--- src/rtl/mul_pkg.sv ---
`default_nettype none
// ============================================================================
//  Module      : mul_pkg
//  Description : Shared constants for the accumulator datapath: control-strobe
//                bit positions, ALU operation encoding, flag-byte layout and
//                the default stack-pointer reset value.
//  Revision    : 1.0 - initial release
// ============================================================================
package mul_pkg;

    // Control strobe bit positions within the ctrl bus
    localparam int CTRL_W      = 23;
    localparam int CTRL_ENPCA  = 0;
    localparam int CTRL_ENSPA  = 1;
    localparam int CTRL_ENMAA  = 2;
    localparam int CTRL_ENDES  = 3;
    localparam int CTRL_ENFLD  = 4;
    localparam int CTRL_MR_N   = 5;
    localparam int CTRL_MW_N   = 6;
    localparam int CTRL_LMAH   = 7;
    localparam int CTRL_LMAL   = 8;
    localparam int CTRL_LMD    = 9;
    localparam int CTRL_LAC    = 10;
    localparam int CTRL_LAAC   = 11;
    localparam int CTRL_LCARRY = 12;
    localparam int CTRL_LZERO  = 13;
    localparam int CTRL_LINT   = 14;
    localparam int CTRL_LINTE  = 15;
    localparam int CTRL_LRESET = 16;
    localparam int CTRL_INCPC  = 17;
    localparam int CTRL_INCSP  = 18;
    localparam int CTRL_DECSP  = 19;
    localparam int CTRL_OP1    = 20;
    localparam int CTRL_OP2    = 21;
    localparam int CTRL_SD0    = 22;

    // ALU operation encoding
    typedef enum logic [1:0] {
        ALU_PASS = 2'd0,
        ALU_ADD  = 2'd1,
        ALU_SUB  = 2'd2,
        ALU_SHR  = 2'd3
    } alu_op_e;

    // Flag byte layout: {5'b0, inte, carry, zero}
    localparam int FLAG_ZERO_BIT  = 0;
    localparam int FLAG_CARRY_BIT = 1;
    localparam int FLAG_INTE_BIT  = 2;

    localparam logic [15:0] SP_INIT_DEFAULT = 16'hFFFF;

    // SD0 has highest priority, then OP1+OP2 (subtract), then OP2 (add)
    function automatic alu_op_e alu_decode(input logic sd0, input logic op1, input logic op2);
        if (sd0)             return ALU_SHR;
        else if (op1 && op2) return ALU_SUB;
        else if (op2)        return ALU_ADD;
        else                 return ALU_PASS;
    endfunction

endpackage
`default_nettype wire

--- src/rtl/mul_alu.sv ---
`default_nettype none
// ============================================================================
//  Module      : mul_alu
//  Description : Combinational ALU for the accumulator datapath: pass, add,
//                subtract-with-borrow and logical shift right, plus carry and
//                zero generation.
//  Revision    : 1.0 - initial release
// ============================================================================
module mul_alu
    import mul_pkg::*;
#(
    parameter int DW = 8
) (
    input  logic [DW-1:0] ac_i,
    input  logic [DW-1:0] md_i,
    input  alu_op_e       op_i,
    input  logic          lac_i,
    output logic [DW-1:0] result_o,
    output logic          carry_o,
    output logic          zero_o
);

    logic [DW:0] w_sum;
    logic [DW:0] w_diff;

    assign w_sum  = {1'b0, ac_i} + {1'b0, md_i};
    // Top bit of the widened difference is the borrow (set when AC < MD)
    assign w_diff = {1'b0, ac_i} - {1'b0, md_i};

    // Operation select; pass forwards MD when the result is headed into AC
    always_comb begin
        result_o = ac_i;
        carry_o  = 1'b0;
        case (op_i)
            ALU_SHR: begin
                result_o = {1'b0, ac_i[DW-1:1]};
                carry_o  = ac_i[0];
            end
            ALU_SUB: begin
                result_o = w_diff[DW-1:0];
                carry_o  = w_diff[DW];
            end
            ALU_ADD: begin
                result_o = w_sum[DW-1:0];
                carry_o  = w_sum[DW];
            end
            default: begin
                result_o = lac_i ? md_i : ac_i;
                carry_o  = 1'b0;
            end
        endcase
    end

    assign zero_o = (result_o == '0);

endmodule
`default_nettype wire

--- src/rtl/mul_datapath.sv ---
`default_nettype none
// ============================================================================
//  Module      : mul_datapath
//  Description : Register/ALU datapath of the 8-bit accumulator processor.
//                Executes per-cycle control strobes from the multiply
//                sequencer, drives the memory interface and returns status
//                comparisons for sequencer branching. AW must equal 2*DW.
//  Revision    : 1.0 - initial release
// ============================================================================
module mul_datapath
    import mul_pkg::*;
#(
    parameter int              DW      = 8,
    parameter int              AW      = 16,
    parameter logic [AW-1:0]   SP_INIT = SP_INIT_DEFAULT
) (
    input  logic              clock,
    input  logic              reset,
    input  logic [CTRL_W-1:0] ctrl,
    input  logic              irq,
    input  logic [DW-1:0]     mem_rdata,
    output logic [AW-1:0]     mem_addr,
    output logic [DW-1:0]     mem_wdata,
    output logic              mem_re,
    output logic              mem_we,
    output logic [DW-1:0]     ac,
    output logic [DW-1:0]     md,
    output logic [2*DW-1:0]   aac,
    output logic              flag_carry,
    output logic              flag_zero,
    output logic              inte,
    output logic              int_pend,
    output logic              ac_zero,
    output logic              md_zero,
    output logic              ac_lt_md,
    output logic              md_lt2,
    output logic              bus_err
);

    // Architectural state
    logic [AW-1:0]   pc_q, pc_d;
    logic [AW-1:0]   sp_q, sp_d;
    logic [AW-1:0]   ma_q, ma_d;
    logic [DW-1:0]   md_q, md_d;
    logic [DW-1:0]   ac_q, ac_d;
    logic [2*DW-1:0] aac_q, aac_d;
    logic            carry_q, carry_d;
    logic            zero_q, zero_d;
    logic            inte_q, inte_d;
    logic            int_pend_q, int_pend_d;

    // Strobe decode
    logic w_enpca, w_enspa, w_enmaa, w_endes, w_enfld, w_mr_n, w_mw_n;
    logic w_lmah, w_lmal, w_lmd, w_lac, w_laac, w_lcarry, w_lzero;
    logic w_lint, w_linte, w_lreset, w_incpc, w_incsp, w_decsp;
    logic w_op1, w_op2, w_sd0;

    assign w_enpca  = ctrl[CTRL_ENPCA];
    assign w_enspa  = ctrl[CTRL_ENSPA];
    assign w_enmaa  = ctrl[CTRL_ENMAA];
    assign w_endes  = ctrl[CTRL_ENDES];
    assign w_enfld  = ctrl[CTRL_ENFLD];
    assign w_mr_n   = ctrl[CTRL_MR_N];
    assign w_mw_n   = ctrl[CTRL_MW_N];
    assign w_lmah   = ctrl[CTRL_LMAH];
    assign w_lmal   = ctrl[CTRL_LMAL];
    assign w_lmd    = ctrl[CTRL_LMD];
    assign w_lac    = ctrl[CTRL_LAC];
    assign w_laac   = ctrl[CTRL_LAAC];
    assign w_lcarry = ctrl[CTRL_LCARRY];
    assign w_lzero  = ctrl[CTRL_LZERO];
    assign w_lint   = ctrl[CTRL_LINT];
    assign w_linte  = ctrl[CTRL_LINTE];
    assign w_lreset = ctrl[CTRL_LRESET];
    assign w_incpc  = ctrl[CTRL_INCPC];
    assign w_incsp  = ctrl[CTRL_INCSP];
    assign w_decsp  = ctrl[CTRL_DECSP];
    assign w_op1    = ctrl[CTRL_OP1];
    assign w_op2    = ctrl[CTRL_OP2];
    assign w_sd0    = ctrl[CTRL_SD0];

    // ALU
    alu_op_e       w_alu_op;
    logic [DW-1:0] w_alu_out;
    logic          w_alu_carry;
    logic          w_alu_zero;

    assign w_alu_op = alu_decode(w_sd0, w_op1, w_op2);

    mul_alu #(
        .DW       (DW)
    ) u_alu (
        .ac_i     (ac_q),
        .md_i     (md_q),
        .op_i     (w_alu_op),
        .lac_i    (w_lac),
        .result_o (w_alu_out),
        .carry_o  (w_alu_carry),
        .zero_o   (w_alu_zero)
    );

    // Flag byte as seen on the data bus
    logic [DW-1:0] w_flag_byte;
    logic [DW-1:0] w_dbus;

    // Assemble the flag byte from the live flag registers
    always_comb begin
        w_flag_byte                 = '0;
        w_flag_byte[FLAG_ZERO_BIT]  = zero_q;
        w_flag_byte[FLAG_CARRY_BIT] = carry_q;
        w_flag_byte[FLAG_INTE_BIT]  = inte_q;
    end

    // Address mux: PC, then SP, then MA; only one should be enabled
    always_comb begin
        if (w_enpca)      mem_addr = pc_q;
        else if (w_enspa) mem_addr = sp_q;
        else if (w_enmaa) mem_addr = ma_q;
        else              mem_addr = '0;
    end

    // Data bus source: memory read wins, then flags, then ALU
    always_comb begin
        if (!w_mr_n)      w_dbus = mem_rdata;
        else if (w_enfld) w_dbus = w_flag_byte;
        else if (w_endes) w_dbus = w_alu_out;
        else              w_dbus = '0;
    end

    // Conflicts: multiple address sources, read+write, or a write with no driver
    assign bus_err = (w_enpca & w_enspa) | (w_enpca & w_enmaa) | (w_enspa & w_enmaa)
                   | (~w_mr_n & ~w_mw_n)
                   | (~w_mw_n & ~w_enfld & ~w_endes);

    assign mem_wdata = w_dbus;
    assign mem_re    = ~w_mr_n;
    assign mem_we    = ~w_mw_n & ~bus_err;

    // Next-state for all registers; loads proceed even during a bus conflict
    always_comb begin
        pc_d       = pc_q;
        sp_d       = sp_q;
        ma_d       = ma_q;
        md_d       = md_q;
        ac_d       = ac_q;
        aac_d      = aac_q;
        carry_d    = carry_q;
        zero_d     = zero_q;
        inte_d     = inte_q;
        int_pend_d = int_pend_q;

        if (w_incpc) pc_d = pc_q + AW'(1);

        case ({w_incsp, w_decsp})
            2'b10:   sp_d = sp_q + AW'(1);
            2'b01:   sp_d = sp_q - AW'(1);
            default: sp_d = sp_q;
        endcase

        if (w_lmah) ma_d[AW-1:DW] = w_dbus;
        if (w_lmal) ma_d[DW-1:0]  = w_dbus;
        if (w_lmd)  md_d          = w_dbus;
        if (w_lac)  ac_d          = w_dbus;

        // ALU flag update, then explicit restore takes precedence
        if (w_lac && w_endes) begin
            carry_d = w_alu_carry;
            zero_d  = w_alu_zero;
        end
        if (w_lcarry) carry_d = w_dbus[FLAG_CARRY_BIT];
        if (w_lzero)  zero_d  = w_dbus[FLAG_ZERO_BIT];
        if (w_linte)  inte_d  = w_dbus[FLAG_INTE_BIT];
        if (w_lint)   int_pend_d = irq;

        if (w_lreset)    aac_d = '0;
        else if (w_laac) aac_d = aac_q + {{(2*DW-DW){1'b0}}, w_dbus};
    end

    // State registers with synchronous reset dominating all strobes
    always_ff @(posedge clock) begin
        if (reset) begin
            pc_q       <= '0;
            sp_q       <= SP_INIT;
            ma_q       <= '0;
            md_q       <= '0;
            ac_q       <= '0;
            aac_q      <= '0;
            carry_q    <= 1'b0;
            zero_q     <= 1'b0;
            inte_q     <= 1'b0;
            int_pend_q <= 1'b0;
        end else begin
            pc_q       <= pc_d;
            sp_q       <= sp_d;
            ma_q       <= ma_d;
            md_q       <= md_d;
            ac_q       <= ac_d;
            aac_q      <= aac_d;
            carry_q    <= carry_d;
            zero_q     <= zero_d;
            inte_q     <= inte_d;
            int_pend_q <= int_pend_d;
        end
    end

    assign ac         = ac_q;
    assign md         = md_q;
    assign aac        = aac_q;
    assign flag_carry = carry_q;
    assign flag_zero  = zero_q;
    assign inte       = inte_q;
    assign int_pend   = int_pend_q;

    // Status comparisons for sequencer branching
    assign ac_zero  = (ac_q == '0);
    assign md_zero  = (md_q == '0);
    assign ac_lt_md = (ac_q < md_q);
    assign md_lt2   = (md_q < DW'(2));

endmodule
`default_nettype wire

--- config.mk ---
export PLATFORM = sky130hd
export DESIGN_NAME = mul_datapath
export DESIGN_NICKNAME = d
export VERILOG_FILES = /design/src/rtl/mul_pkg.sv /design/src/rtl/mul_alu.sv /design/src/rtl/mul_datapath.sv
export SDC_FILE = /design/constraint.sdc
export NUM_CORES = 1
export LEC_CHECK = 0
export ABC_CLOCK_PERIOD_IN_PS = 4750
export CAP_MARGIN = 20
export CORE_MARGIN = 4
export CORE_UTILIZATION = 54
export DETAILED_ROUTE_END_ITERATION = 8
export PLACE_DENSITY = 0.83
export SLEW_MARGIN = 20
export SYNTH_ARGS = -nofsm -noshare
export SYNTH_HDL_FRONTEND = slang
export SYNTH_SLANG_ARGS = --single-unit
--- constraint.sdc ---
create_clock -name clock -period 4.75 [get_ports clock]
set_input_delay 1.425 -clock clock [delete_from_list [all_inputs] [get_ports clock]]
set_output_delay 1.425 -clock clock [all_outputs]
set_load 0.05 [all_outputs]
# Word level (Yosys, flattened, before mapping)
# Cells that the tools add are included.
[totals]
reg_bits = 84
in_bits = 34
output_inout_bits = 67
[op_classes]
add_sub_neg = 6
magnitude_cmp = 2
n_eq_ne = 5
n_mux = 17
n_bitwise = 16
reduce_logical = 9
[op_table]
columns = ["operator", "n"]
rows = [
  ["two-way mux 16 bit", 3],
  ["adder 16 x 1 -> 16 bit (second input constant)", 2],
  ["two-way mux 8 bit", 4],
  ["one-hot mux 16 bit (2 select lines)", 1],
  ["logical NOT 8 bit", 3],
  ["one-hot mux 8 bit (3 select lines)", 1],
  ["adder 16 x 8 -> 16 bit", 1],
  ["subtractor 16 x 1 -> 16 bit (second input constant)", 1],
  ["adder 8 x 8 -> 9 bit", 1],
  ["subtractor 8 x 8 -> 9 bit", 1],
  ["less-than comparator 8 x 2 -> 1 bit (second input constant)", 1],
  ["less-than comparator 8 bit", 1],
  ["AND 1 bit", 7],
  ["== test 2 bit (second input constant)", 3],
  ["nonzero test 2 bit", 3],
  ["two-way mux 1 bit", 5],
  ["NOT 1 bit", 5],
  ["== test 2 x 1 -> 1 bit (second input constant)", 2],
  ["two-way mux 2 bit", 2],
  ["bitwise OR 1 bit", 4],
  ["one-hot mux 1 bit (3 select lines)", 1],
  ["logical AND 1 bit", 2],
  ["OR reduction 2 bit", 1],
]

# Depth between registers and ports, before layout
# Gate-level depths: netlist (run 1).
[depth]
depth_word = 9
depth_mapped = 17

# Hierarchy
# From an unflattened synthesis (run 1), not the netlist that was laid out.
[hier_totals]
hier_cells = 790
area_unflattened_um2 = 6133.4
[modules_own_cells]
columns = ["mod", "instances", "cells_per_inst", "area_each_um2"]
rows = [
  ["mul_datapath", 1, 639, 5046.1],
  ["mul_alu", 1, 151, 1087.3],
]

# Least setup slack after synthesis (run 1)
# No wires, ideal clock.
[synth_timing]
kind = "input-to-reg"
startpoint = "input ctrl[22]"
endpoint = "register aac_q[8] (netlist: aac[8])"
setup_time_ns = 0.128
arrival_ns = 4.966
t_required_ns = 4.622
path_slack_ns = -0.344
cell_stages = 16
cell_sequence = "buf_2 inv_1 mux2i_1 nor2b_1 o21ai_0 a31oi_1 ha_1 inv_1 fa_1 nor2b_1 o21ai_0 a21boi_0 o21ai_0 a211oi_1 xnor2_1 nor2_1"
[synth_via]
elab_chain_cells = 7
word_cells_on_any_way = 9
[synth_lines]
columns = ["element", "line_no", "text"]
rows = [
  ["start: declaration", "mul_datapath.sv:19", "input logic [CTRL_W-1:0] ctrl,"],
  ["two-way mux 2 bit (*)", "mul_pkg.sv:54", "if (sd0) return ALU_SHR;"],
  ["== test 2 x 1 -> 1 bit / == test 2 bit (equally long branches)", "mul_alu.sv:34", "case (op_i)"],
  ["one-hot mux 8 bit (3 select lines) (*)", "mul_alu.sv:34", ""],
  ["two-way mux 8 bit (*)", "mul_datapath.sv:126", "else if (w_endes) w_dbus = w_alu_out;"],
  ["two-way mux 8 bit (*)", "mul_datapath.sv:125", "else if (w_enfld) w_dbus = w_flag_byte;"],
  ["two-way mux 8 bit (*)", "mul_datapath.sv:124", "if (!w_mr_n) w_dbus = mem_rdata;"],
  ["net mem_wdata[0]", "mul_datapath.sv:23", "output logic [DW-1:0] mem_wdata,"],
  ["adder 16 x 8 -> 16 bit (*)", "mul_datapath.sv:176", "else if (w_laac) aac_d = aac_q + {{(2*DW-DW){1'b0}}, w_dbus};"],
  ["end signal: assignment", "mul_datapath.sv:187", "aac_q <= '0;"],
  ["end signal: assignment", "mul_datapath.sv:198", "aac_q <= aac_d;"],
  ["end: declaration", "mul_datapath.sv:46", "logic [2*DW-1:0] aac_q, aac_d;"],
]
# The timed path passes the listed nets; every way through them passes the cells marked *.
# A chain may end at the register's enable or synchronous reset.

# Worst setup path after layout (run 1)
[layout_timing]
startpoint = "register md_q[0] (netlist: md[0])"
endpoint = "output mem_wdata[6]"
[layout_via]
elab_chain_cells = 5
word_cells_on_any_way = 6
[layout_lines]
columns = ["element", "line_no", "text"]
rows = [
  ["start: declaration", "mul_datapath.sv:44", "logic [DW-1:0] md_q, md_d;"],
  ["start signal: assignment", "mul_datapath.sv:196", "md_q <= md_d;"],
  ["adder 8 x 8 -> 9 bit / subtractor 8 x 8 -> 9 bit (equally long branches)", "mul_alu.sv:26, mul_alu.sv:28", ""],
  ["one-hot mux 8 bit (3 select lines) (*)", "mul_alu.sv:34", ""],
  ["two-way mux 8 bit (*)", "mul_datapath.sv:126", ""],
  ["two-way mux 8 bit (*)", "mul_datapath.sv:125", ""],
  ["two-way mux 8 bit (*)", "mul_datapath.sv:124", ""],
  ["end: declaration", "mul_datapath.sv:23", ""],
]
# Every way passes the cells marked *; elsewhere a longest branch is shown, timed or not.

==> results by group, run 1 <==
Synth
  • Synth Flop Type: dfxtp_1
  • Cell taking the most area after synthesis: dfxtp_1
  • Register area share after synthesis: 28.9%
  • Average size of a mapped cell: 7.70 um2
  • EDFF count, synth: 0
  • Synth area leaders: dfxtp_1 (29%), ha_1 (8.6%), nor2_1 (6.5%)
  • Yosys reg bits: 84
  • Top-area cell type share of the netlist area: 28.9%
  • Cell area after synthesis: 5820 um2
  • Yosys cell types: 69
  • Synthesized Nets: 834
  • Yosys warning total: 0
  • FFs w/ async S/R, synth: 0%
  • Syn Inst Count: 756

Worst setup path
  • Cell family contributing the most delay on the critical path: compound AO/OA/AOI/OAI gates
  • Slowest stage cell, crit path: or4_1
  • Reg-to-Reg Start: md[0]
  • CP Max Fanout: 2
  • CP Capture Type: output pin
  • Register-to-register path setup slack: 0.51 ns
  • Worst Path Buf+Inv: 3
  • Max incr delay on CP: 0.52 ns
  • Cells on worst reg2reg path: 17
  • Worst path arrival time: 3.21 ns
  • Crit Reg-Reg Endpoint: aac[10]
  • Critical path class: register to output pin
  • Critical path cell sequence: ha_1, inv_1, fa_1, o21bai_1, a221oi_1, and3_1, or4_1, o311ai_2, a2bb2oi_2, inv_2, buf_6
  • Worst Path Required: 3.32 ns
  • Worst setup SP type: register

Routing
  • Max Used Layer: met4
  • Met1 Wirelength: 8.02 mm
  • Final ANT Viol Nets: 0
  • Initial DRT Pass Iterations: 6
  • Drt wl/cell: 18.7 um
  • Met3 Wirelength: 1.50 mm
  • Starting DRT DRC Count: 551
  • Via Count: 6294
  • Total wire length: 19.3 mm
  • Post-route DRC: 0
  • Avg Vias per Cell: 6.10
  • WL met2: 9.26 mm

CTS
  • Clock tree buffer depth: 2
  • Clk pin slew, worst setup/hold paths: 0.08 ns
  • CTS root buf: clkbuf_8
  • TritonCTS buffer count: 9
  • Worst skew pair latency: 0.37 ns
  • Sink Count: 84
  • H-tree Lvls: 3
  • CTS tree: yes
  • Hold Buf Count CTS: 0

Floorplanning
  • IO Pins: 101
  • Die W: 112 um
  • Die H: 112 um
  • Starting Density: 55.9%
  • DIE AREA: 12500 um2
  • Core area: 10400 um2
  • Num rows: 37

Global routing
  • GRT Resource Usage Total: 30.3%
  • Initial antenna violation count: 0
  • Total grt overflow: 0
  • Largest net degree at the start of global routing: 55
  • Number of global-route vias before repair: 6269
  • First-pass GRT wire length: 31.1 mm

Hold path
  • HP Class: register to register
  • Hold path start: ma_q[9]
  • Hold Path Sink: ma_q[9]
  • Hold path cells: 2

Layout
  • # diodes: 0
  • Final instance area: 7700 um2
  • # nets final: 969
  • Finished Core Util: 73.9%
  • Share of layout cells above drive strength 1: 15.3%
  • P&R area growth vs syn: 32.3%

STA
  • F_max: 216 MHz
  • Slew @ Worst Pin: 0.570 ns
  • Relative slew slack: 61.9%
  • Hold Vio Cnt, Final: 0
  • RSZ-0062 raised after global routing: yes
  • Worst Skew: 0.0165 ns
  • Min Tclk post-route: 4.63 ns
  • Total negative slack: 0 ns
  • Fin crit share: 97.6%
  • Setup violators final: 0
  • Slew Limit Fails: 0
  • Final WS setup: 0.116 ns
  • Hold Slack: 0.491 ns

Power and ir drop
  • Sw Share: 39.0%
  • Pwr Density: 292 nW/um2
  • Worst VDD drop: 0.000244 V
  • Psw: 878 uW
  • Seq pwr share: 36.2%
  • Gate power share: 42.1%
  • LEAKAGE: 0.00319 uW
  • Int Pwr: 1370 uW
  • Clock network power share: 21.7%

Status
  • Status: finished, final reports clean

Placement
  • Port bufs: 100
  • Placement Cell Area: 7410 um2
  • HPWL Detailed: 14.8 mm
  • Gp weighted congestion: 1.08
  • Worst slack, placed: -0.301 ns

Flow run
  • Max_cap viols: 0
worst max-delay path by stage:
stage	startpoint	end	depth (start not counted)
5_1_grt	ctrl[21]	mem_wdata[5]	9
2_1_floorplan	ctrl[22]	aac[8]	16
3_3_place_gp	ctrl[22]	mem_wdata[5]	9
6_report	md[0]	mem_wdata[6]	11
3_5_place_dp	ctrl[22]	aac[14]	16
4_1_cts	ctrl[10]	mem_wdata[2]	9
worst register-to-register path, stage by stage, from the launching register on:
cell and delay (ns):
dfxtp_1 0.35, ha_1 0.18, inv_1 0.06, fa_1 0.42, o21bai_1 0.27, a221oi_1 0.18, and3_1 0.22, or4_1 0.52
o311ai_2 0.10, a2bb2oi_2 0.28, inv_2 0.08, buf_4 0.14, ha_1 0.28, or2_2 0.28, a21oi_1 0.35, a211oi_1 0.11
xnor2_1 0.22, nor2_1 0.07
power groups by stage:
stage	logic [uW]	clock network, uW	registers [uW]
floorplan	551	0	856
CTS	924	493	810
detailed placement	914	0	826
global route	1010	527	819
finish	949	489	814
global placement	883	0	823
per-layer routing:
layer / vias up / GRT usage [%]
met4: 0 / 9.00
li1: 2969 / -
met2: 317 / 51.9
met1: 2956 / 37.9
met3: 52 / 6.85
met5: - / 0
cells in the mapped netlist (3+ instances only):
cell,count
nor2_1,101
dfxtp_1,84
nand2_1,75
a21oi_1,60
o21ai_0,56
ha_1,40
inv_1,38
a211oi_1,32
clkbuf_1,22
xor2_1,18
mux2i_1,17
nor3_1,13
nor2b_1,12
o21a_1,12
or3_1,12
xnor2_1,12
nand4_1,11
a21o_1,10
and3_1,10
nand3_1,10
a31oi_1,9
nand2b_1,8
buf_6,6
o211ai_1,6
or4_1,6
fa_1,4
o21bai_1,4
o22ai_1,4
or2_2,4
and2b_1,3
buf_2,3
dlygate4sd1_1,3
o2111ai_1,3
o31ai_1,3
logic make-up after synthesis:
group,after synthesis,share of synthesized area (%)
compound gates,228,25.2
simple gates,274,21.8
flops,84,28.9
fa+ha+maj,44,9.98
buf+inv,77,6.24
mux,19,3.31
xor+xnor,30,4.52
per-stage QoR:
step	power, uW	cells
after floorplan	1410	756
after global placement	1710	1011
after detailed placement	1740	1011
after CTS	2230	1028
after global routing	2360	1032
final	2250	1032
registers in the layout, indices dropped and copies added (netlist names):
register / cells
inte: 1
aac: 16
flag_carry: 1
sp_q: 16
ac: 8
int_pend: 1
flag_zero: 1
md: 8
pc_q: 16
ma_q: 16
cell type report:
cell class,instances,area (um2)
Timing Repair Buffer,161,1670
Clock buffer,12,155
Fill cell,825,2720
Sequential cell,84,1680
Inverter,40,150
Multi-Input combinational cell,595,3850
Tap cell,136,170
Clock inverter,4,30.0
placed cells by master, fill, tap and decap left out, drive strengths merged, types with 3 or more instances in the layout:
cell,n
or2,4
o21ai,57
mux2i,17
nand2b,8
nand3,10
or4,6
nor2b,12
o21bai,4
or3,12
buf,89
xor2,18
a221oi,3
and2b,3
a21oi,60
nor2,101
o22ai,4
a211oi,32
ha,40
o31ai,3
clkbuf,13
fa,4
o21a,12
nand2,75
clkdlybuf4s50,68
a22oi,3
nand4,11
xnor2,12
and3,10
nor3,13
a2bb2oi,3
o211ai,6
dfxtp,84
a31oi,10
o2111ai,3
inv,41
a21o,10
repair_timing:
action                     in CTS  in global routing
gates resized for setup        12                 17
setup buffers                   1                  4
setup endpoints to repair       5                  9
hold endpoints to repair        0                  0
pin swaps                       2                  8
(Power assumes the default switching activity.)
==> inputs of run 2 (changes only) <==
--- a/config.mk
+++ b/config.mk
@@ -7,7 +7,6 @@
 export LEC_CHECK = 0
 export ABC_CLOCK_PERIOD_IN_PS = 4750
 export CAP_MARGIN = 20
-export CORE_MARGIN = 4
 export CORE_UTILIZATION = 54
 export DETAILED_ROUTE_END_ITERATION = 8
 export PLACE_DENSITY = 0.83
==> run 2 against run 1 <==
Final area rose by 0.83%. Core utilization rose by 0.95 points. Global-route usage rose by 2.7 points. Combinational power fell by 0.5%.
==> results by group, run 2 (synthesized netlist as in run 1, its figures left out) <==
Layout
  • Commonest non-fill, non-tap cell in the layout: nor2_1
  • Finished Core Util: 74.9%
  • # nets final: 967
  • Final instance area: 7760 um2
  • # diodes: 0
  • Commonest cells after routing, fill and taps aside: nor2_1 (100), dfxtp_1 (83), nand2_1 (75)
  • P&R area growth vs syn: 33.4%
  • Share of layout cells above drive strength 1: 15.8%

CTS
  • TritonCTS buffer count: 9
  • CTS tree: yes
  • Sink Count: 84
  • CTS root buf: clkbuf_8
  • Worst skew pair latency: 0.36 ns
  • Hold Buf Count CTS: 0
  • Clock tree buffer depth: 2
  • H-tree Lvls: 3
  • Clk pin slew, worst setup/hold paths: 0.08 ns

Routing
  • Final ANT Viol Nets: 0
  • Drt wl/cell: 18.1 um
  • Starting DRT DRC Count: 375
  • Via Count: 6191
  • Post-route DRC: 0
  • Avg Vias per Cell: 6.01
  • Initial DRT Pass Iterations: 5
  • Total wire length: 18.6 mm

Floorplanning
  • DIE AREA: 11200 um2
  • Num rows: 37
  • Starting Density: 56.1%
  • Core area: 10400 um2
  • IO Pins: 101
  • Die H: 106 um
  • Die W: 106 um

STA
  • Min Tclk post-route: 4.67 ns
  • Fin crit share: 98.4%
  • F_max: 214 MHz
  • Relative slew slack: 44.1%
  • Slew @ Worst Pin: 0.838 ns
  • Hold Slack: 0.497 ns
  • Total negative slack: 0 ns
  • RSZ-0062 raised after global routing: no
  • Hold Vio Cnt, Final: 0
  • Setup violators final: 0
  • Slew Limit Fails: 0
  • Worst Skew: 0.0126 ns

Worst setup path
  • CP Max Fanout: 4
  • Critical path class: input pin to output pin
  • Reg-to-Reg Start: ac[1]
  • Worst Setup SP: ctrl[22]
  • Worst path arrival time: 3.25 ns
  • Worst setup SP type: input pin
  • Worst Path Required: 3.32 ns
  • CP Capture Type: output pin
  • Register-to-register path setup slack: 0.49 ns

Global routing
  • Initial antenna violation count: 0
  • First-pass GRT wire length: 29.3 mm
  • Largest net degree at the start of global routing: 38
  • Total grt overflow: 0
  • Number of global-route vias before repair: 5880
  • GRT Resource Usage Total: 33.0%

Power and ir drop
  • Power, Total: 2310 uW
  • Worst VDD drop: 0.000196 V
  • LEAKAGE: 0.00321 uW
  • Pwr Density: 297 nW/um2

Placement
  • Gp weighted congestion: 0.960
  • HPWL Detailed: 14.2 mm
  • Placement Cell Area: 7380 um2
  • Port bufs: 100

Hold path
  • HP Class: register to register
  • Hold path start: ma_q[9]

Status
  • Status: finished, final reports clean

Flow run
  • Max_cap viols: 0
## run 2: changes by cell type in the layout (fill, tap and decap cells not counted), sizes merged
| cell | before | now |
|---|---|---|
| clkinv | 2 | 3 |
| clkbuf | 13 | 10 |
| buf | 89 | 87 |
| dlymetal6s2s | 2 | 3 |
| bufinv | 0 | 1 |
## run 2: critical path, cell delays in order
cell	delay, ns
dlygate4sd2_1	0.24
and2b_2	0.25
and2_4	0.18
a222oi_1	0.38
nand3_2	0.15
a21oi_2	0.17
a2bb2oi_2	0.22
inv_2	0.07
buf_8	0.15
## run 2: timing repair
item | 4_1_cts | 5_1_grt
setup endpoints to repair | 8 | 14
gates cloned | 0 | 1
buffers inserted | 2 | 4
resized for setup | 19 | 15
pin swaps | 4 | 3
## run 2: worst paths after layout
kind / end / cells past startpoint
worst min register to register: ma_q[9] / 2
worst max-delay path: mem_wdata[5] / 9
worst max register to register: aac[14] / 16
worst min-delay path: ma_q[9] / 2
## run 2: cell type report
type	count	area, um2
multi-input cells	595	3890
fillers	824	2610
flip-flops and latches	84	1680
repair buffers	159	1660
well taps	136	170
inverters	40	150
clock buffers	10	138
clock inverters	6	68.8
## run 2: metal layers
metal | track usage, % | part of all wire, %
met3 | 4.95 | 7.1
met2 | 56.2 | 48
met1 | 43.2 | 43
met5 | 0 | 0
met4 | 9.23 | 1.7
## run 2: report_power, final
group	switching, uW	internal, uW
Clock	284	261
Combinational	542	402
Sequential	60.1	756
Total	886	1420
## run 2: through the flow
stage	setup slack, ns	cells
floorplan	0.0347	756
global placement	-0.0982	1007
detailed placement	-0.389	1007
CTS	0.0118	1025
global route	0.00239	1030
finish	0.0763	1030
==> RTL edit, RTL diff (settings of run 2) <==
Register the output `mem_addr`, with the module's reset; this adds one clock of latency there. The other outputs are not delayed to match.
--- a/src/rtl/mul_datapath.sv
+++ b/src/rtl/mul_datapath.sv
@@ -37,6 +37,8 @@
     output logic              bus_err
 );
 
+    logic [AW-1:0] mem_addr_d;
+
     // Architectural state
     logic [AW-1:0]   pc_q, pc_d;
     logic [AW-1:0]   sp_q, sp_d;
@@ -113,10 +115,10 @@
 
     // Address mux: PC, then SP, then MA; only one should be enabled
     always_comb begin
-        if (w_enpca)      mem_addr = pc_q;
-        else if (w_enspa) mem_addr = sp_q;
-        else if (w_enmaa) mem_addr = ma_q;
-        else              mem_addr = '0;
+        if (w_enpca)      mem_addr_d = pc_q;
+        else if (w_enspa) mem_addr_d = sp_q;
+        else if (w_enmaa) mem_addr_d = ma_q;
+        else              mem_addr_d = '0;
     end
 
     // Data bus source: memory read wins, then flags, then ALU
@@ -217,6 +219,14 @@
     assign ac_lt_md = (ac_q < md_q);
     assign md_lt2   = (md_q < DW'(2));
 
+    always_ff @(posedge clock) begin
+        if (reset) begin
+            mem_addr <= '0;
+        end else begin
+            mem_addr <= mem_addr_d;
+        end
+    end
+
 endmodule
 `default_nettype wire
 
Behaviour: not the same (Yosys sat finds a counterexample within 4 cycles, from zero or initial values and one cycle with reset high).
==> RTL edit against run 2 <==
  * Synthesized area grew 4.2%
  * Count of clock-buffer cells in the layout grew 1
  * Fmax shrank 0.46%
  * Non-clock buffer count is the same
  * Total power grew 6.1%
  * Sequential power grew 18%
  * Combinational power shrank 4.8%
  * Sequential cell count grew 16
  * Cell area grew 1.2%
  * Wire length is essentially flat
  * Die area grew 4.1%
  * Setup slack lost 0.021 ns
  * Global-route usage shrank 0.13 points
  * First-iteration DRC count grew 42%
  * Critical endpoint is now mem_wdata[2]
==> RTL edit: results <==
group,metric,value,unit
setup_path,critical_path.max_fanout,7,
sta,maxSlewHeadroom,57.6,%
global_routing,grt_use_met3,5.24,%
global_routing,met2_usage,56.4,%
synth,synth_area_leaders,"dfxtp_1, nor2_1, ha_1",
cts,insertion_delay,0.38,ns
place,place_ws,-0.325,ns
place,dp.cells,1022,
detailed_routing,routed_wl,18600,µm
status,run_status,"completed",
power_and_ir_drop,ir_worst_vdd,0.000321,V
synth,ys_seq_area_share,33.0,%
sta,timing.hold.ws,0.494,ns
place,place_congestion,0.952,
global_routing,grtUsageTotal,32.9,%
global_routing,grt_max_degree,64,
cells_and_area,drive_gt1_share,13.7,%
place,place_hpwl,14400,µm
sta,skew,0.0102,ns
detailed_routing,num_vias,6100,
global_routing,grt_pass1_vias,5918,
global_routing,use_met1,43.0,%
detailed_routing,via_per_inst,5.87,
place,port_buffers,100,
synth,synth_area_per_cell,7.95,µm²
power_and_ir_drop,p_leak,0.00332,µW
==> RTL edit: cell count changes in the layout (fill, tap and decap cells not counted), sizes merged, moves of 7 or more <==
cell | run 2 | this run
nand2 | 75 | 53
a21oi | 60 | 67
clkdlybuf4s50 | 68 | 85
or3 | 12 | 1
o21a | 12 | 3
nor2 | 101 | 146
xor2 | 18 | 27
dfxtp | 84 | 100
buf | 87 | 71
nand4 | 11 | 4
o21ai | 57 | 36
==> RTL edit: stage by stage <==
| step | TNS, ns | cell area [µm²] |
|---|---|---|
| floorplan | 0 | 6060 |
| global route | -0.0169 | 7860 |
| global placement | -3.79 | 7530 |
| finish | 0 | 7860 |
| detailed placement | -4.14 | 7530 |
| CTS | 0 | 7780 |
==> RTL edit: layer usage <==
layer	vias up	wire length, µm
li1	2914	-
met1	2898	7960
met2	254	9090
met3	34	1250
met4	0	318
met5	-	0
==> RTL edit: area by class of cell <==
| cell class | count | area [µm²] | share of cell area, % |
|---|---|---|---|
| Inverter | 40 | 150 | 1.91 |
| Multi-Input combinational cell | 586 | 3850 | 49.1 |
| Clock buffer | 11 | 131 | 1.67 |
| Sequential cell | 100 | 2000 | 25.5 |
| Timing Repair Buffer | 159 | 1470 | 18.7 |
| Clock inverter | 4 | 73.8 | 0.939 |
| Tap cell | 140 | 175 | 2.23 |
==> RTL edit: what timing repair did <==
item / CTS / global route
hold buffers: 0 / 0
setup endpoints to repair: 8 / 6
setup buffers: 1 / 2
pin swaps: 3 / 6
resized for setup: 13 / 19
==> RTL edit: report_power, final <==
group	switching [µW]	leakage, µW	internal (µW)
logic	528	0.00239	371
registers	59.0	0.000821	899
clock network	292	0.000104	296
==> RTL edit: worst max-delay path: stages <==
cell	delay [ns]
dlygate4sd2_1	0.38
mux2i_1	0.25
xnor2_1	0.09
a222oi_1	0.50
a221oi_2	0.14
nor2_1	0.18
buf_4	0.16
buf_12	0.13
==> RTL edit: logic make-up (layout without fill, tap and decap cells) <==
logic type | Yosys count | in the layout | synth area share (%)
AO/OA/AOI/OAI | 203 | 203 | 22.6
multiplexers | 22 | 22 | 3.69
flip-flops | 100 | 100 | 33.0
adder cells (fa/ha/maj) | 44 | 44 | 9.58
XOR/XNOR | 41 | 41 | 5.92
AND/OR/NAND/NOR | 276 | 276 | 20.3
buffers and inverters | 77 | 214 | 4.93
==> RTL edit: final timing paths <==
check	startpoint	to	cells after the start
setup / recovery	ctrl[20]	mem_wdata[2]	8
hold / removal	ma_q[1]$_SDFFE_PP0P_	ma_q[1]$_SDFFE_PP0P_	2
setup reg to reg	md[4]$_SDFFE_PP0P_	aac[15]$_SDFFE_PP0P_	18
hold reg to reg	ma_q[1]$_SDFFE_PP0P_	ma_q[1]$_SDFFE_PP0P_	2
